`config.mk`:
```
export PLATFORM = sky130hd
export DESIGN_NAME = qdec_tu_egk_fsm_flat
export DESIGN_NICKNAME = d
export VERILOG_FILES = /design/src/rtl/qdec_tu_egk_fsm_if.sv /design/src/rtl/qdec_tu_egk_fsm.sv /design/src/flat_wrapper.sv
export SDC_FILE = /design/constraint.sdc
export NUM_CORES = 1
export LEC_CHECK = 0
export CAP_MARGIN = 20
export CORE_AREA = 2 2 136 138
export DETAILED_ROUTE_END_ITERATION = 10
export DIE_AREA = 0 0 138 140
export GPL_TIMING_DRIVEN = 1
export HOLD_SLACK_MARGIN = 0.08
export SETUP_SLACK_MARGIN = 0.3
export SYNTH_ARGS = -nofsm -noshare
export SYNTH_HDL_FRONTEND = slang
export SYNTH_SLANG_ARGS = --single-unit
export TNS_END_PERCENT = 100
```
`constraint.sdc`:
```
create_clock -name clk -period 4.65 [get_ports clk]
set_clock_uncertainty 0.2 [all_clocks]
set_input_delay 1.395 -clock clk [delete_from_list [all_inputs] [get_ports clk]]
set_output_delay 1.395 -clock clk [all_outputs]
set_load 0.005 [all_outputs]
```
`src/rtl/qdec_tu_egk_fsm_if.sv`:
```
// qdec_tu_egk_fsm_if
//   Request/valid handshake between a binarization FSM and the shared CABAC
//   arithmetic bin decoder. Only one request is ever outstanding.
//
//   bin_req       FSM -> decoder  one-cycle request pulse
//   bin_ctx_addr  FSM -> decoder  context address, valid with bin_req
//   bin_bypass    FSM -> decoder  1 = bypass (EP) bin, valid with bin_req
//   bin_val       decoder -> FSM  decoded bin value
//   bin_vld       decoder -> FSM  bin_val valid, at least one cycle after bin_req
//
//   modport master : the binarization FSM side
//   modport slave  : the bin decoder side
interface qdec_tu_egk_fsm_if #(
  parameter int CTX_W = 10
);
  logic             bin_req;
  logic [CTX_W-1:0] bin_ctx_addr;
  logic             bin_bypass;
  logic             bin_val;
  logic             bin_vld;

  modport master (
    output bin_req, bin_ctx_addr, bin_bypass,
    input  bin_val, bin_vld
  );

  modport slave (
    input  bin_req, bin_ctx_addr, bin_bypass,
    output bin_val, bin_vld
  );
endinterface

```
`src/rtl/qdec_tu_egk_fsm.sv`:
```
// qdec_tu_egk_fsm
//   CABAC binarization sub-FSM: decodes one syntax element coded as a
//   truncated-unary prefix (context coded), an optional k-th order
//   Exp-Golomb escape suffix (bypass) and an optional bypass sign bin.
//   Bins are fetched from the arithmetic decoder one at a time through
//   the request/valid handshake in qdec_tu_egk_fsm_if.
//
//   Ports
//     clk, rst_n    clock, asynchronous active-low reset
//     start         one-cycle pulse, accepted only when idle
//     sign_en       sampled with start: decode a sign bin when value > 0
//     suffix_en     sampled with start: 0 = plain TU, no escape suffix
//     ctx_base      sampled with start: context base for prefix bins
//     flush         synchronous abort to idle, no done pulse
//     bin           handshake to the bin decoder (master modport)
//     busy          high whenever not idle
//     done          one-cycle pulse, abs_val/sign/err valid
//     abs_val       decoded magnitude (saturates to all-ones)
//     sign          1 = negative
//     err           escape overflow, valid with done
//
//   Build option
//     QDEC_EGK_OVF_CHK_EN  when defined, a 1 bin arriving after
//       MAX_EGK_PREFIX escape ones ends the decode with err=1 and a
//       saturated value, and saturation of the result also raises err.
//       When undefined, err is tied 0 and the MAX_EGK_PREFIX-th escape
//       one acts as the unary terminator.
module qdec_tu_egk_fsm #(
  parameter int CMAX           = 5,
  parameter int EGK_K          = 0,
  parameter int MAX_EGK_PREFIX = 16,
  parameter int CTX_LAST       = 1,
  parameter int VAL_W          = 16,
  parameter int CTX_W          = 10
) (
  input  logic                clk,
  input  logic                rst_n,
  input  logic                start,
  input  logic                sign_en,
  input  logic                suffix_en,
  input  logic [CTX_W-1:0]    ctx_base,
  input  logic                flush,
  qdec_tu_egk_fsm_if.master   bin,
  output logic                busy,
  output logic                done,
  output logic [VAL_W-1:0]    abs_val,
  output logic                sign,
  output logic                err
);

  typedef enum logic [2:0] {
    S_IDLE, S_PREFIX, S_SUF_UNARY, S_SUF_FIXED, S_SIGN, S_DONE
  } state_t;

  localparam logic [VAL_W:0] CMAX_X = (VAL_W+1)'(CMAX);

  state_t           state, next_state;
  logic             issue, waiting;
  logic [3:0]       bin_idx;
  logic [5:0]       k;
  logic [4:0]       ones;
  logic [VAL_W:0]   esc, suf;
  logic             sign_en_q, suffix_en_q;
  logic [CTX_W-1:0] ctx_base_q;

  logic             bin_ok, last_prefix, issue_nxt, fin_take;
  logic             unary_ovf, unary_cap;
  logic [VAL_W-1:0] prefix_val, fin_val;
  logic [VAL_W:0]   pow_k, esc_inc, suf_shift, suf_sel, fin_sum;
  logic [CTX_W-1:0] ctx_off;

  // Escape arithmetic is VAL_W+1 bits wide and sticky-saturating, so any
  // intermediate at or above 2^VAL_W still forces a saturated result.
  function automatic logic [VAL_W:0] sat_add(input logic [VAL_W:0] a,
                                             input logic [VAL_W:0] b);
    logic [VAL_W+1:0] s;
    s = {1'b0, a} + {1'b0, b};
    return s[VAL_W+1] ? {(VAL_W+1){1'b1}} : s[VAL_W:0];
  endfunction

  assign bin_ok      = waiting & bin.bin_vld;
  assign last_prefix = (bin_idx == 4'(CMAX-1));
  assign prefix_val  = bin.bin_val ? VAL_W'(CMAX) : VAL_W'(bin_idx);
  assign ctx_off     = (int'(bin_idx) < CTX_LAST) ? CTX_W'(bin_idx) : CTX_W'(CTX_LAST);
  assign pow_k       = (int'(k) > VAL_W) ? {(VAL_W+1){1'b1}}
                                         : ({{VAL_W{1'b0}}, 1'b1} << k);
  assign esc_inc     = sat_add(esc, pow_k);
  assign suf_shift   = suf[VAL_W] ? {(VAL_W+1){1'b1}} : {suf[VAL_W-1:0], bin.bin_val};
  // suf is still zero while in the unary part, so this covers both exits.
  assign suf_sel     = (state == S_SUF_FIXED) ? suf_shift : suf;
  assign fin_sum     = sat_add(sat_add(CMAX_X, esc), suf_sel);
  assign fin_val     = fin_sum[VAL_W] ? {VAL_W{1'b1}} : fin_sum[VAL_W-1:0];
  // The suffix is complete on a 0 unary bin with no fixed bits left, or
  // on the last fixed bit.
  assign fin_take    = bin_ok &&
                       ((state == S_SUF_UNARY && !bin.bin_val && k == '0 && !unary_cap) ||
                        (state == S_SUF_FIXED && k == 6'd1));

`ifdef QDEC_EGK_OVF_CHK_EN
  assign unary_ovf = (ones == 5'(MAX_EGK_PREFIX));
  assign unary_cap = 1'b0;
`else
  assign unary_ovf = 1'b0;
  assign unary_cap = (ones == 5'(MAX_EGK_PREFIX-1));
`endif

  // State register.
  always_ff @(posedge clk or negedge rst_n) begin
    if (!rst_n) state <= S_IDLE;
    else        state <= next_state;
  end

  // Next-state logic; every bin-consuming state advances only on bin_ok.
  always_comb begin
    next_state = state;
    if (flush) begin
      next_state = S_IDLE;
    end else begin
      case (state)
        S_IDLE: if (start) next_state = S_PREFIX;
        S_PREFIX:
          if (bin_ok && (!bin.bin_val || last_prefix)) begin
            if (bin.bin_val && suffix_en_q)          next_state = S_SUF_UNARY;
            else if (sign_en_q && prefix_val != '0)  next_state = S_SIGN;
            else                                     next_state = S_DONE;
          end
        S_SUF_UNARY:
          if (bin_ok) begin
            if (bin.bin_val) begin
              if (unary_ovf)      next_state = S_DONE;
              else if (unary_cap) next_state = S_SUF_FIXED;
            end else if (k != '0) begin
              next_state = S_SUF_FIXED;
            end else begin
              next_state = sign_en_q ? S_SIGN : S_DONE;
            end
          end
        S_SUF_FIXED:
          if (bin_ok && k == 6'd1) next_state = sign_en_q ? S_SIGN : S_DONE;
        S_SIGN: if (bin_ok) next_state = S_DONE;
        S_DONE: next_state = S_IDLE;
        default: next_state = S_IDLE;
      endcase
    end
  end

  // A new request follows start or each consumed bin whenever the next
  // state still needs a bin, keeping exactly one request outstanding.
  assign issue_nxt = !flush &&
                     (next_state inside {S_PREFIX, S_SUF_UNARY, S_SUF_FIXED, S_SIGN}) &&
                     ((state == S_IDLE && start) || bin_ok);

  // Handshake tracking and datapath registers.
  always_ff @(posedge clk or negedge rst_n) begin
    if (!rst_n) begin
      issue       <= 1'b0;
      waiting     <= 1'b0;
      bin_idx     <= '0;
      k           <= '0;
      ones        <= '0;
      esc         <= '0;
      suf         <= '0;
      sign_en_q   <= 1'b0;
      suffix_en_q <= 1'b0;
      ctx_base_q  <= '0;
      abs_val     <= '0;
      sign        <= 1'b0;
    end else if (flush) begin
      issue   <= 1'b0;
      waiting <= 1'b0;
    end else begin
      issue   <= issue_nxt;
      waiting <= issue | (waiting & ~bin.bin_vld);
      case (state)
        S_IDLE:
          if (start) begin
            bin_idx     <= '0;
            k           <= 6'(EGK_K);
            ones        <= '0;
            esc         <= '0;
            suf         <= '0;
            sign_en_q   <= sign_en;
            suffix_en_q <= suffix_en;
            ctx_base_q  <= ctx_base;
            abs_val     <= '0;
            sign        <= 1'b0;
          end
        S_PREFIX:
          if (bin_ok) begin
            if (!bin.bin_val || last_prefix) abs_val <= prefix_val;
            else                             bin_idx <= bin_idx + 4'd1;
          end
        S_SUF_UNARY:
          if (bin_ok && bin.bin_val) begin
            if (unary_ovf) begin
              abs_val <= {VAL_W{1'b1}};
            end else begin
              esc  <= esc_inc;
              k    <= k + 6'd1;
              ones <= ones + 5'd1;
            end
          end
        S_SUF_FIXED:
          if (bin_ok) begin
            suf <= suf_shift;
            k   <= k - 6'd1;
          end
        S_SIGN:
          if (bin_ok) sign <= bin.bin_val;
        default: ;
      endcase
      if (fin_take) abs_val <= fin_val;
    end
  end

`ifdef QDEC_EGK_OVF_CHK_EN
  // Error flag: escape-prefix overflow or saturation of the final sum.
  always_ff @(posedge clk or negedge rst_n) begin
    if (!rst_n) begin
      err <= 1'b0;
    end else if (!flush) begin
      if (state == S_IDLE && start)
        err <= 1'b0;
      else if (bin_ok && state == S_SUF_UNARY && bin.bin_val && unary_ovf)
        err <= 1'b1;
      else if (fin_take)
        err <= fin_sum[VAL_W];
    end
  end
`else
  assign err = 1'b0;
`endif

  // Outputs decoded from state and the request register.
  always_comb begin
    bin.bin_req      = issue;
    bin.bin_bypass   = issue && (state != S_PREFIX);
    bin.bin_ctx_addr = '0;
    if (issue && state == S_PREFIX) bin.bin_ctx_addr = ctx_base_q + ctx_off;
    busy = (state != S_IDLE);
    done = (state == S_DONE);
  end

endmodule

```
`src/flat_wrapper.sv`:
```
// flat-port wrapper written by rule: the top's interface ports become plain ports
module qdec_tu_egk_fsm_flat 
#(
  parameter int CMAX           = 5,
  parameter int EGK_K          = 0,
  parameter int MAX_EGK_PREFIX = 16,
  parameter int CTX_LAST       = 1,
  parameter int VAL_W          = 16,
  parameter int CTX_W          = 10
)
  (clk, rst_n, start, sign_en, suffix_en, ctx_base, flush, busy, done, abs_val, sign, err, bin_bin_req, bin_bin_ctx_addr, bin_bin_bypass, bin_bin_val, bin_bin_vld);
  qdec_tu_egk_fsm_if #(.CTX_W(CTX_W)) bin_i ();
  input  logic clk;
  input  logic rst_n;
  input  logic start;
  input  logic sign_en;
  input  logic suffix_en;
  input  logic [CTX_W-1:0] ctx_base;
  input  logic flush;
  output logic busy;
  output logic done;
  output logic [VAL_W-1:0] abs_val;
  output logic sign;
  output logic err;
  output wire logic [$bits(bin_i.bin_req)-1:0] bin_bin_req;
  output wire logic [$bits(bin_i.bin_ctx_addr)-1:0] bin_bin_ctx_addr;
  output wire logic [$bits(bin_i.bin_bypass)-1:0] bin_bin_bypass;
  input wire logic [$bits(bin_i.bin_val)-1:0] bin_bin_val;
  input wire logic [$bits(bin_i.bin_vld)-1:0] bin_bin_vld;
  assign bin_bin_req = bin_i.bin_req;
  assign bin_bin_ctx_addr = bin_i.bin_ctx_addr;
  assign bin_bin_bypass = bin_i.bin_bypass;
  assign bin_i.bin_val = bin_bin_val;
  assign bin_i.bin_vld = bin_bin_vld;
  qdec_tu_egk_fsm #(.CMAX(CMAX), .EGK_K(EGK_K), .MAX_EGK_PREFIX(MAX_EGK_PREFIX), .CTX_LAST(CTX_LAST), .VAL_W(VAL_W), .CTX_W(CTX_W)) u_core (.clk(clk), .rst_n(rst_n), .start(start), .sign_en(sign_en), .suffix_en(suffix_en), .ctx_base(ctx_base), .flush(flush), .bin(bin_i), .busy(busy), .done(done), .abs_val(abs_val), .sign(sign), .err(err));
endmodule
```
# Word-level counts from Yosys, hierarchy flattened
# Cells that the tools add are included.
[op_classes] addsub=8 n_lt_le_gt_ge=2 eq_ne=22 shift=1 muxes=49 n_bitwise=5 n_reduce_logical=40
[ops] op="17-bit 2-to-1 mux" count=9
[ops] op="16-bit 2-to-1 mux" count=5
[ops] op="17-bit one-hot mux with 2 select lines" count=2
[ops] op="17-bit by 17-bit adder with 18-bit output" count=2
[ops] op="16-bit one-hot mux with 2 select lines" count=1
[ops] op="3-bit 2-to-1 mux" count=10
[ops] op="4-bit 2-to-1 mux" count=5
[ops] op="3-bit by 17-bit adder with 18-bit output (first input constant)" count=1
[ops] op="6-bit 2-to-1 mux" count=3
[ops] op="6-bit one-hot mux with 3 select lines" count=1
[ops] op="1-bit by 6-bit left shift with 17-bit output (first input constant)" count=1
[ops] op="16-bit nonzero test" count=1
[ops] op="1-bit logical AND" count=15
[ops] op="3-bit one-hot mux with 5 select lines" count=1
[ops] op="5-bit AND reduction" count=3
[ops] op="3-bit by 2-bit == test with 1-bit output (second input constant)" count=4
[ops] op="4-bit AND reduction" count=3
[ops] op="10-bit adder" count=1
[ops] op="10-bit 2-to-1 mux" count=1
[ops] op="5-bit 2-to-1 mux" count=2
[ops] op="5-bit one-hot mux with 2 select lines" count=1
[ops] op="3-bit == test (second input constant)" count=3
[ops] op="3-bit by 1-bit inequality test with 1-bit output (second input constant)" count=3
[ops] op="3-bit nonzero test" count=3
[ops] op="other kinds (27)" count=46
[word_totals] regBits=83 inputBits=18 out_inout_bits=32

# Longest topological paths before layout
# Gate-level depths: netlist of the first run.
[depth] ltp_word=13 ltp_mapped=18 depth_no_buf=17

# Worst setup path before layout of the first run
# No wires, ideal clock.
[synth_path] path_kind="input to register" startpoint="input port bin_bin_val" endpoint="register u_core.abs_val[10]" arrival_ns=4.106 t_required_ns=4.320 slack_ns=0.214 stages=16 path_cell_list="clkbuf_1 nor2_1 nor2_1 a21o_1 ha_1 inv_1 fa_1 nor2b_1 o21ai_1 a21oi_1 o21bai_1 a22o_1 or4b_4 o2bb2ai_4 buf_6 a31oi_1"
[synth_between] elab_chain_len=8 elab_cells_between_ends=18
[synth_lines] element="from (decl)" line="flat_wrapper.sv:28" source="input wire logic [$bits(bin_i.bin_val)-1:0] bin_bin_val;"
[synth_lines] element="branches (longest 8 deep; another with 17-bit by 17-bit adder with 18-bit output)"
[synth_lines] element="to (signal assigned)" line="qdec_tu_egk_fsm.sv:190" source="if (!bin.bin_val || last_prefix) abs_val <= prefix_val;"
[synth_lines] element="to (signal assigned)" line="qdec_tu_egk_fsm.sv:196" source="abs_val <= {VAL_W{1'b1}};"
[synth_lines] element="to (signal assigned)" line="qdec_tu_egk_fsm.sv:212" source="if (fin_take) abs_val <= fin_val;"
[synth_lines] element="to (decl)" line="qdec_tu_egk_fsm.sv:46" source="output logic [VAL_W-1:0] abs_val,"
# Parallel ways; which one is timed is not known.
# A chain may end at the register's enable or synchronous reset.

# Worst setup path in the final report of the first run
[layout_path] startpoint="input port bin_bin_val" endpoint="register u_core.abs_val[2]"
# The elaborated chain is that of the path after synthesis.

==> out/summary.txt, run 1 <==
Status: completed
Post-synthesis cell type count: 69
Clock power share: 41.8%
Final setup viols: 0
Post-Layout Cell Count: 1,080
Die Span Y: 140 microns
TritonCTS clock tree: built
Pwr dens: 244 nW/um^2
Initial antenna violation count: 0
Clock sink count: 83
Initial core utilization: 36.8%
Final core occ: 44.0%
DRT Wirelength: 16,100 microns
Max Cap Viol: 0
Worst-Skew Late Latency: 0.35 ns
Fmax: 238 MHz
Critical Path AT: 4.19 ns
Switching share of power: 25.7%
Fin. Hold Viols: 0
Detailed-route DRC error count: 0
Max IR drop VDD: 0.164 mV
Pleak: 3.77 nW
Total CTS buffers: 9
Synth Warn #: 0
Clock buffer depth: 2
RSZ-0062 raised after global routing: yes
CTS root buf: clkbuf_16
Worst-path clk slew: 0.07 ns
Die width: 138 microns
FILL cells: 1,799
Nets: 917
Final ANT Viol Nets: 0
Setup_tns: 0 ns
Row count: 49
Mapped Avg Cell Area: 8.36 sq um
Total number of vias: 5,737
Layout cells sized above 1: 12.9%
Worst slew pin tran: 0.630 ns
Number of global-route vias before repair: 5,360
DR pass1 iterations: 5
Inserted Diodes: 0
Area growth, synth to finish: 19.5%
HP Class: reg -> reg
Grt total ovfl: 0
First-pass GRT wire length: 26,900 microns
H-tree levels: 3
Hold_sp: u_core.ones[1]
CP Max Fanout: 6
Share of the synthesized area in the top cell type: 31.7%
Final Max Slew Viols: 0
Top post-synthesis cells by area: dfrtp_1 (32%), ha_1 (9.6%), o21ai_0 (5.2%)
Number of synthesized flops with an enable pin: 0
FF-to-FF Start: u_core.esc[0]
Port buffer count: 48
Pre-CTS setup slack: -0.230 ns
Sequential share of power: 41.5%
Wire per inst: 14.9 microns
Core ar.: 17,800 sq um
Total GRT Usage: 16.8%
Multi-input logic area: 4290 sq um
Seq. cell area: 2080 sq um
Vias per cell: 5.31
Top FF cell, synth: dfrtp_1
Total placed cells including tap cells: 1,057
NetSw: 0.000491 W
Async S/R FF share, synth: 100%
Worst path required time: 4.64 ns
Die ar.: 19,300 sq um
CP Launch Type: input port
Post-synthesis cell count: 783
Max-slew headroom: 58.0%
WS Path Type: in -> reg
Leading area contributor after synthesis: dfrtp_1
Largest net degree at the start of global routing: 44
Netlist Area Pre-Place: 6540 sq um
Ports: 50
1st-iter DRT viols: 392
Worst Setup SP: bin_bin_val
Internal Pwr Total: 0.00142 W
Final min period: 4.20 ns
Final worst slack: 0.454 ns
Tcrit/Tclk final: 90.2%
Global placer's final weighted congestion: 0.860
Detailed placement HPWL: 12,100 microns
Synth Register Bits: 83
Comb power frac: 16.7%
Crit. End Element: register
Sequential-to-total area share from yosys stat: 31.7%
metrics by stage:
stage	area [sq um]	hold WS (ns)	power, W
floorplan	6550	0.276	0.000986
global placement	7370	0.299	0.00109
detailed placement	7370	0.306	0.00109
CTS	7740	0.324	0.00192
global route	7820	0.352	0.00201
finish	7820	0.318	0.00191
cells in the mapped netlist, types with 3 or more instances:
cell and n:
xnor2_1 23, nand3_1 21, o22ai_1 3, o21a_1 10, nand2b_1 6, and3_1 13
mux2i_1 3, a211oi_1 4, nand2_1 80, nor3_1 10, clkbuf_1 22, inv_1 24
or3_1 6, or2_2 6, a21oi_1 67, dfrtp_1 83, a221o_1 3, o21ai_1 5
a21o_1 32, buf_2 6, o21ai_0 68, a211o_1 3, o211ai_1 3, ha_1 50
xor2_1 23, nor2_1 84, and2_1 3, nor2b_1 13, a31oi_1 25, mux2_2 28
fa_1 3, nand4_1 7
worst max-delay path, cell delays in order:
cell,delay [ns]
dlygate4sd2_1,0.26
nor2_1,0.06
nor2_1,0.15
a21o_1,0.10
ha_1,0.16
inv_1,0.05
fa_1,0.37
nor2b_1,0.12
o21ai_1,0.09
a21oi_2,0.16
o21bai_1,0.11
a22o_1,0.23
or4b_4,0.50
o2bb2ai_4,0.17
buf_6,0.14
a41oi_1,0.10
power by group through the flow:
stage,Clock (W),Sequential [W],Combinational (W)
6_report,0.000799,0.000792,0.000319
5_1_grt,0.000851,0.000798,0.000357
4_1_cts,0.000820,0.000791,0.000307
3_5_place_dp,0,0.000809,0.000278
3_3_place_gp,0,0.000808,0.000277
2_1_floorplan,0,0.000800,0.000187
kinds of logic (layout without fill, tap and decap cells):
kind of cell | count (synthesis) | after routing | synth area share (%)
mux | 31 | 31 | 5.28
compound gates | 246 | 246 | 23.4
simple gates | 266 | 266 | 19.2
fa+ha+maj | 53 | 53 | 10.5
buf+inv | 57 | 123 | 3.67
flops | 83 | 83 | 31.7
xor+xnor | 46 | 46 | 6.16
other cells | 1 | 3 | 0.0573
layout make-up:
cell class | count | area share (%)
multi-input cells | 645 | 54.8
flip-flops and latches | 83 | 26.6
repair buffers | 82 | 9.49
well taps | 229 | 3.66
clock buffers | 12 | 3.28
inverters | 25 | 1.20
clock inverters | 4 | 0.928
path summary, 6_finish.rpt:
kind | cells past startpoint | end | slack (ns)
min | 2 | u_core.ones[1] | 0.32
max | 16 | u_core.abs_val[2] | 0.45
min reg2reg | 2 | u_core.ones[1] | 0.32
min in group asynchronous | 1 | u_core.ctx_base_q[3] | 0.85
max in group asynchronous | 2 | u_core.bin_idx[2] | 2.66
max reg2reg | 17 | u_core.abs_val[2] | 0.62
layout by cell type, fill, tap and decap left out, types with 4 or more instances in the layout:
cell type        count
a211oi_1             4
a21o_1              32
a21oi_1             64
a21oi_2              4
a31oi_1             25
and3_1              12
buf_4               33
clkbuf_16            9
clkdlybuf4s50_1     40
dfrtp_1             81
ha_1                49
inv_1               23
mux2_2              28
nand2_1             80
nand2b_1             6
nand3_1             21
nand4_1              7
nor2_1              81
nor2b_1             13
nor3_1               9
o21a_1              10
o21ai_0             68
o21ai_1              5
or2_2                6
or3_1                6
xnor2_1             23
xor2_1              23
layer usage:
metal	track usage (%)	part of all wire [%]	up-vias
li1	-	-	2927
met4	6.50	2.2	0
met2	26.2	45	73
met3	1.78	2.3	17
met5	0	0	-
met1	24.2	50	2720
what timing repair did:
item                                    CTS  global route
hold buffers                              0             0
endpoints found under the setup margin   22            21
gates resized for setup                  12            16
pin swaps                                 2             8
buffers inserted                          3             3
gates cloned                              0             1
flip-flops by register name (all words and copies together) (netlist names):
| signal | flops |
|---|---|
| u_core.esc | 17 |
| u_core.ones | 5 |
| u_core.bin_idx | 4 |
| u_core.sign | 1 |
| u_core.waiting | 1 |
| u_core.suf | 17 |
| u_core.bin.bin_req | 1 |
| u_core.sign_en_q | 1 |
| u_core.abs_val | 16 |
| u_core.suffix_en_q | 1 |
| u_core.state | 3 |
| u_core.ctx_base_q | 10 |
| u_core.k | 6 |
Power figures use the tool's default switching activity.
==> run 2: changes to the inputs <==
CELL_PAD_IN_SITES_DETAIL_PLACEMENT = 0   (was unset)
CELL_PAD_IN_SITES_GLOBAL_PLACEMENT = 1   (was unset)
PLACE_DENSITY_LB_ADDON = 0.1   (was unset)
==> run 2 against run 1 <==
Effect of this change:
- clock power is 0.6% lower
- sequential power hardly changed
- total power is 0.83% higher
- combinational power is 6.6% higher
- final cell count is 0.19% lower
- utilization is 0.12 points higher
- hold slack better by 0.0022 ns
- register-to-register slack worse by 0.04 ns
- global-route usage is 1.4 points higher
- worst setup slack worse by 0.0084 ns
- via count is 1.7% higher
- largest power group unchanged
==> out/summary.txt, run 2 (synthesis gave the netlist of run 1 again) <==
Design area: 7840 sq um (+0.27%)
Pleak: 3.76 nW (-0.37%)
Nets: 916 (-0.11%)
Port buffer count: 48 (unchanged)
Clock sink count: 83 (unchanged)
WS Path Type: reg -> out
Final min period: 4.20 ns (+0.00845 ns)
Status: completed
Largest net degree at the start of global routing: 79 (+80%)
Initial core utilization: 36.8% (unchanged)
CTS root buf: clkbuf_16
Final core occ: 44.1% (+0.12 points)
Max Cap Viol: 0 (unchanged)
Pre-CTS setup slack: -0.299 ns (-0.0687 ns)
Critical Path AT: 2.61 ns (-1.58 ns)
Final ANT Viol Nets: 0 (unchanged)
1st-iter DRT viols: 262 (-33%)
Crit. End Element: primary output
Area growth, synth to finish: 19.8%
Final worst slack: 0.446 ns (-0.00845 ns)
H-tree levels: 3 (unchanged)
HP Class: reg -> reg
CP Launch Type: register
Max-slew headroom: 57.9% (-0.062 points)
First-pass GRT wire length: 28,600 microns (+6.6%)
Worst-path clk slew: 0.07 ns (about the same)
Detailed-route DRC error count: 0 (unchanged)
Die Span Y: 140 microns (unchanged)
Crit-path cells: inv_2 > ha_4 > and3_4 > ha_1 > a21o_1 > a21oi_2 > nor2b_1 > o21a_1 > nand3_1 > xor2_1 > nor2_1 > dlygate4sd2_1
Biggest regs: u_core.esc x17, u_core.suf x17, u_core.abs_val x16
Final Max Slew Viols: 0 (unchanged)
CP Buf/Inv Count: 2 (-1)
Total number of vias: 5,834 (+1.7%)
Setup_tns: 0 ns (unchanged)
Die ar.: 19,300 sq um (unchanged)
Slowest-stage cell, CP: dfrtp_1
Placed inst area: 7360 sq um (-0.20%)
Global placer's final weighted congestion: 0.790 (-8.1%)
DR pass1 iterations: 5 (unchanged)
Number of global-route vias before repair: 5,604 (+4.6%)
Core ar.: 17,800 sq um (unchanged)
Commonest non-fill, non-tap cell in the layout: nor2_1
Layout cells sized above 1: 13.8% (+0.85 points)
CP Max Fanout: 3 (-3)
Detailed placement HPWL: 12,900 microns (+7.3%)
Largest delay share family, worst path: compound AO/OA/AOI/OAI gates
Max IR drop VDD: 0.182 mV (+11%)
DRT Wirelength: 17,400 microns (+8.0%)
Final setup viols: 0 (unchanged)
Worst slew pin tran: 0.631 ns (+0.000928 ns)
Die width: 138 microns (unchanged)
Wire per inst: 16.1 microns (+8.2%)
Clock buffer depth: 2 (unchanged)
Fin. Hold Viols: 0 (unchanged)
Worst-Skew Late Latency: 0.35 ns (about the same)
Row count: 49 (unchanged)
Initial antenna violation count: 0 (unchanged)
Total CTS buffers: 9 (unchanged)
Fmax: 238 MHz (-0.20%)
CP max stage delay: 0.39 ns (-0.11 ns)
Total GRT Usage: 18.3% (+1.4 points)
Inserted Diodes: 0 (unchanged)
Pwr dens: 246 nW/um^2 (+0.55%)
Most frequent cells in the layout: nor2_1 (82), nand2_1 (80), dfrtp_1 (79)
Grt total ovfl: 0 (unchanged)
Worst path required time: 3.05 ns (-1.59 ns)
Tcrit/Tclk final: 90.4% (+0.18 points)
TritonCTS clock tree: built
Ports: 50 (unchanged)
RSZ-0062 raised after global routing: yes
Vias per cell: 5.41 (+1.9%)
Hold Buf Count CTS: 0 (unchanged)
Overall Power: 0.00193 W (+0.83%)
[run 2: cell count changes in the layout (fill, tap and decap cells not counted), moves of 2 or more]
cell	delta
dfrtp_1	-2
dfrtp_2	+2
buf_4	-3
dlygate4sd2_1	+2
clkdlybuf4s15_1	-2
ha_1	-2
ha_2	+2
[run 2: per-stage QoR]
stage                     instances  hold WS [ns]
final                          1078         0.320
after global routing           1078         0.340
after CTS                      1072         0.323
after detailed placement       1055         0.307
after global placement         1055         0.297
after floorplan                 785         0.276
[run 2: worst register-to-register path: stages (launching register included)]
cell,delay [ns]
dfrtp_1,0.46
inv_1,0.14
ha_2,0.26
and3_1,0.24
o21ai_0,0.14
ha_1,0.25
fa_1,0.44
a211oi_1,0.26
o21bai_1,0.14
o22a_1,0.29
a311oi_4,0.42
o21ai_0,0.20
o21ai_0,0.19
a31oi_1,0.06
a221o_1,0.27
[run 2: what timing repair did]
item / 4_1_cts / 5_1_grt
buffers inserted: 2 / 4
hold endpoints to repair: 0 / 0
cloned: 0 / 1
pin swaps: 3 / 8
resized for setup: 16 / 20
setup endpoints to repair: 22 / 22
[run 2: power breakdown]
| group | switching (W) | internal, W |
|---|---|---|
| Clock | 0.000311 | 0.000483 |
| Combinational | 0.000172 | 0.000168 |
| Sequential | 0.0000324 | 0.000760 |
| Total | 0.000516 | 0.00141 |
[run 2: final timing paths]
kind / from / to / slack, ns / cells past startpoint
worst max-delay path: u_core.bin_idx[0] / bin_bin_ctx_addr[9] / 0.45 / 12
worst min-delay path: u_core.ctx_base_q[3] / u_core.ctx_base_q[3] / 0.32 / 1
worst max register to register: u_core.k[0] / u_core.esc[16] / 0.58 / 14
worst min register to register: u_core.ctx_base_q[3] / u_core.ctx_base_q[3] / 0.32 / 1
max in group asynchronous: rst_n / u_core.state[1] / 2.84 / 2
min in group asynchronous: rst_n / u_core.abs_val[7] / 0.79 / 1
[run 2: metal layers]
metal / up-vias / part of all wire [%] / GRT usage [%]
met1: 2818 / 50 / 25.1
met2: 69 / 47 / 30.0
li1: 2931 / - / -
met5: - / 0 / 0
met3: 16 / 2.4 / 2.84
met4: 0 / 1.2 / 5.21
[run 2: cell type report]
class                   count  area [sq um]
clock buffers              11           243
clock inverters             4          75.1
fillers                  1767          9940
inverters                  25          93.8
multi-input cells         645          4320
flip-flops and latches     83          2080
well taps                 229           287
repair buffers             81           742
==> run 3: changes to the inputs <==
--- a/constraint.sdc
+++ b/constraint.sdc
@@ -4,2 +4,2 @@
 set_output_delay 1.395 -clock clk [all_outputs]
-set_load 0.005 [all_outputs]
+set_load 0.1 [all_outputs]
==> run 3 against run 2 <==
Effect of this change:
- hold slack lost 0.0071 ns
- clock power is 0.5% lower
- via count down 0.87%
- sequential cell count stayed put
- final cell count is 0.19% lower
- sequential power hardly changed
- first-iteration DRC count is 6.9% higher
- total power grew 2.4%
- count of clock-buffer cells in the layout fell by 1
- routed wire length hardly changed
- global-route usage is 0.31 points lower
==> out/summary.txt, run 3 (synthesis gave the netlist of run 1 again) <==
Total number of vias: 5,783 (-0.87%)
Wire per inst: 16.1 microns (+0.13%)
Layout cells sized above 1: 15.5% (+1.7 points)
Initial core utilization: 36.8% (unchanged)
H-tree levels: 3 (unchanged)
Status: completed
Max-slew headroom: 34.5% (-23 points)
Total GRT Usage: 17.9% (-0.31 points)
Worst slew pin tran: 0.979 ns (+0.349 ns)
Max Cap Viol: 0 (unchanged)
CP Max Fanout: 3 (unchanged)
Ports: 50 (unchanged)
RSZ-0062 raised after global routing: no
Post-Layout Cell Count: 1,076 (-0.19%)
Detailed-route DRC error count: 0 (unchanged)
Final worst slack: 0.447 ns (+0.00136 ns)
Worst-Skew Late Latency: 0.35 ns (about the same)
Pwr dens: 250 nW/um^2 (+1.8%)
Tcrit/Tclk final: 90.4% (about the same)
Crit. End Element: primary output
TritonCTS clock tree: built
Core ar.: 17,800 sq um (unchanged)
Number of global-route vias before repair: 5,636 (+0.57%)
Pre-CTS setup slack: -0.272 ns (+0.0275 ns)
Crit-path cells: inv_2 > ha_4 > and3_4 > ha_1 > a21o_1 > a21oi_2 > nor2b_2 > o21a_1 > nand3_1 > xor2_1 > nor2_2 > buf_12
Port buffer count: 48 (unchanged)
Worst path required time: 3.05 ns (about the same)
Hold Buf Count CTS: 0 (unchanged)
Final min period: 4.20 ns (-0.00136 ns)
Critical Path AT: 2.61 ns (about the same)
CTS root buf: clkbuf_16
Fin. Hold Viols: 0 (unchanged)
Final Max Slew Viols: 0 (unchanged)
Clock buffer depth: 2 (unchanged)
Final setup viols: 0 (unchanged)
Clock power share: 40.1% (-1.1 points)
CP max stage delay: 0.41 ns (+0.02 ns)
Clock sink count: 83 (unchanged)
FILL cells: 1,750 (-0.96%)
Commonest non-fill, non-tap cell in the layout: dfrtp_1
Switching share of power: 29.0% (+2.2 points)
Hold path depth: 1 (unchanged)
Fmax: 238 MHz (about the same)
Detailed placement HPWL: 13,100 microns (+1.1%)
Internal Pwr Total: 0.00140 W (-0.69%)
Placed inst area: 7470 sq um (+1.6%)
Biggest regs: u_core.esc x17, u_core.suf x17, u_core.abs_val x16
Comb power frac: 19.7% (+2.0 points)
Vias per cell: 5.37 (-0.69%)
DR pass1 iterations: 4 (-1)
Row count: 49 (unchanged)
Global placer's final weighted congestion: 0.802 (+1.4%)
Slowest-stage cell, CP: dfrtp_1
Most frequent cells in the layout: dfrtp_1 (81), nand2_1 (80), nor2_1 (77)
Pleak: 3.74 nW (-0.60%)
Die width: 138 microns (unchanged)
HP Class: reg -> reg
Die ar.: 19,300 sq um (unchanged)
Die Span Y: 140 microns (unchanged)
Inserted Diodes: 0 (unchanged)
WS Path Type: reg -> out
Nets: 914 (-0.22%)
Total placed cells including tap cells: 1,057 (+0.19%)
Sequential share of power: 40.2% (-0.9 points)
Max IR drop VDD: 0.167 mV (-8.5%)
First-pass GRT wire length: 28,300 microns (-1.1%)
Area growth, synth to finish: 20.4%
Largest net degree at the start of global routing: 84 (+6.3%)
1st-iter DRT viols: 280 (+6.9%)
Grt total ovfl: 0 (unchanged)
Design area: 7880 sq um (+0.51%)
Worst Reg-to-Reg Cells: 16 (+2)
CP Launch Type: register
NetSw: 0.000571 W (+11%)
Worst-path clk slew: 0.07 ns (about the same)
Total CTS buffers: 9 (unchanged)
DRT Wirelength: 17,400 microns (about the same)
Initial antenna violation count: 0 (unchanged)
Final ANT Viol Nets: 0 (unchanged)
## run 3: cell count changes in the layout (fill, tap and decap cells not counted), sizes merged
cell,previous run,this run
clkinvlp,2,1
clkinv,0,2
clkbuf,12,11
dlygate4sd2,5,0
clkdlybuf4s50,40,33
dlymetal6s2s,1,0
buf,34,45
## run 3: final cells by class
class,instances,area [sq um],share of cell area [%]
repair buffers,79,793,10.1
clock inverters,5,77.6,0.984
inverters,25,93.8,1.19
clock buffers,10,239,3.03
multi-input cells,645,4310,54.7
well taps,229,287,3.64
flip-flops and latches,83,2080,26.4
## run 3: path summary, 6_finish.rpt
kind | slack, ns | endpoint | start
setup reg to reg | 0.59 | u_core.abs_val[2] | u_core.esc[0]
hold / removal | 0.31 | u_core.ctx_base_q[2] | u_core.ctx_base_q[2]
max in group asynchronous | 2.99 | u_core.esc[2] | rst_n
setup / recovery | 0.45 | bin_bin_ctx_addr[7] | u_core.bin_idx[0]
hold reg to reg | 0.31 | u_core.ctx_base_q[2] | u_core.ctx_base_q[2]
min in group asynchronous | 0.88 | u_core.suf[9] | rst_n
## run 3: power groups by stage
stage	Clock (W)	Combinational [W]	Sequential, W
2_1_floorplan	0	0.000220	0.000826
3_3_place_gp	0	0.000341	0.000808
3_5_place_dp	0	0.000351	0.000809
4_1_cts	0.000807	0.000365	0.000793
5_1_grt	0.000836	0.000427	0.000797
6_report	0.000790	0.000389	0.000793
## run 3: worst max-delay path, delay by kind of cell, from the launching register on
kind            cells  cell delay [ns]
flops               1             0.41
fa+ha+maj           2             0.37
buf+inv             2             0.29
compound gates      3             0.55
xor+xnor            1             0.19
simple gates        4             0.44
## run 3: repair_timing
| action | 4_1_cts | 5_1_grt |
|---|---|---|
| resized for setup | 4 | 18 |
| pin swaps | 3 | 4 |
| setup endpoints to repair | 21 | 24 |
| setup buffers | 2 | 2 |
## run 3: metrics by stage
step                setup TNS [ns]  power [W]  hold slack (ns)  utilization [%]
floorplan                        0    0.00105            0.276                -
global placement             -3.42    0.00115            0.294             42.0
detailed placement           -3.47    0.00116            0.303             42.0
CTS                              0    0.00197            0.320             43.9
global route                     0    0.00206            0.332             44.3
finish                           0    0.00197            0.313             44.3
## run 3: metal layers
layer  up-vias  wire [microns]  part of all wire, %  GRT usage [%]
met2        75            8190                   47           30.0
met1      2777            8480                   49           24.1
met5         -               0                    0              0
li1       2916               -                    -              -
met3        15             444                  2.6           2.19
met4         0             256                  1.5           6.34
==> variant: new RTL, flow settings as in run 2 <==
Build with the macro `QDEC_EGK_OVF_CHK_EN` defined.
--- a/src/rtl/qdec_tu_egk_fsm.sv
+++ b/src/rtl/qdec_tu_egk_fsm.sv
@@ -26,4 +26,6 @@
 //       When undefined, err is tied 0 and the MAX_EGK_PREFIX-th escape
 //       one acts as the unary terminator.
+`define QDEC_EGK_OVF_CHK_EN
+
 module qdec_tu_egk_fsm #(
   parameter int CMAX           = 5,
Function: same outputs for any inputs over 4 cycles, from zero or initial values and one cycle with rst_n low; that may be too few to reach the edited logic, so the function may still have changed.
==> variant against run 2 <==
Combinational power is 35% higher; worst hold slack got worse by 0.0078 ns; sequential share of layout area down 0.80 points; critical endpoint is now bin_bin_ctx_addr[3]; synthesized area rose by 5.8%; sequential cell count increased by 1; design area rose by 4.1%; core utilization up 1.8 points; sequential power rose by 9.0%; via count is 15% higher; largest power group is now sequential cells; cell count grew 8.3%; critical path type unchanged; routed wire length grew 17%; power is 7.5% higher; worst setup slack got worse by 0.021 ns; count of clock-buffer cells in the layout down 2; highest routed layer unchanged.
==> variant: results (changes against run 2) <==
first-pass GRT wire length: 34,200 um (was 28,600 um)
synth top area cells: dfrtp_1 (30%), ha_1 (9.0%), o21ai_0 (8.1%) (was dfrtp_1 (32%), ha_1 (9.6%), o21ai_0 (5.2%))
pre-CTS WS: -0.294 ns (was -0.299 ns)
Finished Layout Cells: 1,168 (was 1,078)
layout cells sized above 1: 9.05% (was 13.8%)
Detailed Route Iter0 Violations: 421 (was 262)
maximum VDD drop: 0.169 mV (was 0.182 mV)
Synth Instances: 878 (was 783)
Via Count: 6,731 (was 5,834)
GPL Wtd Cong: 0.882 (was 0.790)
vias in the first global route: 6,612 (was 5,604)
Reg clk slew, reported paths: 0.08 ns
outcome: finished clean (unchanged)
largest net degree at the start of global routing: 68 (was 79)
Synth cell types: 76 (was 69)
crit path DAT: 2.63 ns (was 2.61 ns)
Placed Instances: 1,145 (was 1,055)
Least-Margin Pin Slew: 0.914 ns (was 0.631 ns)
synth cell count leaders: nand2_1 (122), o21ai_0 (112), dfrtp_1 (84) (was nor2_1 (84), dfrtp_1 (83), nand2_1 (80))
hpwl dp: 15,200 um (was 12,900 um)
Total GRT Usage: 21.4% (was 18.3%)
Seq/Total Area, Yosys: 30.4% (was 31.7%)
LEAKAGE: 3.63 nW (was 3.76 nW)
layout net count: 1,005 (was 916)
crit-path max FO: 4 (was 3)
WL per Instance: 17.4 um (was 16.1 um)
-- variant: worst max-delay path: stages, from the launching register on --
cell and delay [ns]:
dfrtp_1 0.40, inv_2 0.10, ha_4 0.15, and3_4 0.19, ha_1 0.22, a21o_1 0.17, a21oi_2 0.17, buf_4 0.13
buf_4 0.09, xor2_1 0.05, nor2_1 0.09, clkdlybuf4s50_1 0.51
-- variant: area by class of cell --
cell class / instances / area [um2]
well taps: 229 / 287
multi-input cells: 728 / 4620
repair buffers: 81 / 748
clock inverters: 7 / 71.3
clock buffers: 9 / 225
flip-flops and latches: 84 / 2100
inverters: 30 / 113
fillers: 1785 / 9620
-- variant: cells by family after synthesis --
kind of cell,after synthesis,share of synthesized area (%)
DFF,84,30.4
AOI/OAI and AO/OA,296,25.9
buffers and inverters,67,3.90
muxes,18,2.84
other,1,0.0542
adders and majority gates,53,9.90
and+or+nand+nor,318,21.9
xor gates and xnor gates,41,5.19
-- variant: routing by layer --
layer | routed length [um] | GRT usage (%) | share of wire [%]
met3 | 647 | 2.26 | 3.2
met4 | 331 | 6.44 | 1.6
met5 | 0 | 0 | 0
met1 | 9760 | 29.7 | 48
met2 | 9640 | 35.4 | 47
-- variant: final timing paths --
path / endpoint / slack [ns] / start / depth (start not counted)
worst max-delay path: bin_bin_ctx_addr[3] / 0.42 / u_core.bin_idx[0] / 11
worst min-delay path: u_core.suffix_en_q / 0.31 / u_core.suffix_en_q / 1
worst max register to register: u_core.abs_val[1] / 0.64 / u_core.esc[1] / 15
worst min register to register: u_core.suffix_en_q / 0.31 / u_core.suffix_en_q / 1
max in group asynchronous: u_core.suf[4] / 2.58 / rst_n / 2
min in group asynchronous: u_core.esc[14] / 0.96 / rst_n / 1
-- variant: repair_timing --
| action | CTS | global route |
|---|---|---|
| cloned | 0 | 0 |
| hold endpoints to repair | 0 | 0 |
| pin swaps | 1 | 3 |
| buffers inserted | 3 | 3 |
| resized for setup | 6 | 11 |
| setup endpoints to repair | 18 | 23 |
-- variant: stage by stage --
stage | setup TNS [ns] | utilization [%] | cell area (um2)
after floorplan | 0 | - | 6930
after global placement | -2.47 | 43.5 | 7740
after detailed placement | -3.06 | 43.5 | 7740
after CTS | 0 | 45.5 | 8090
after global routing | 0 | 45.9 | 8160
final | 0 | 45.9 | 8160
-- variant: where the power goes --
part | leakage [nW] | switching, mW | internal (mW) | total, mW
Sequential | 1.13 | 0.0613 | 0.801 | 0.863
Clock | 0.148 | 0.366 | 0.383 | 0.750
Combinational | 2.35 | 0.223 | 0.237 | 0.459
Total | 3.63 | 0.650 | 1.42 | 2.07
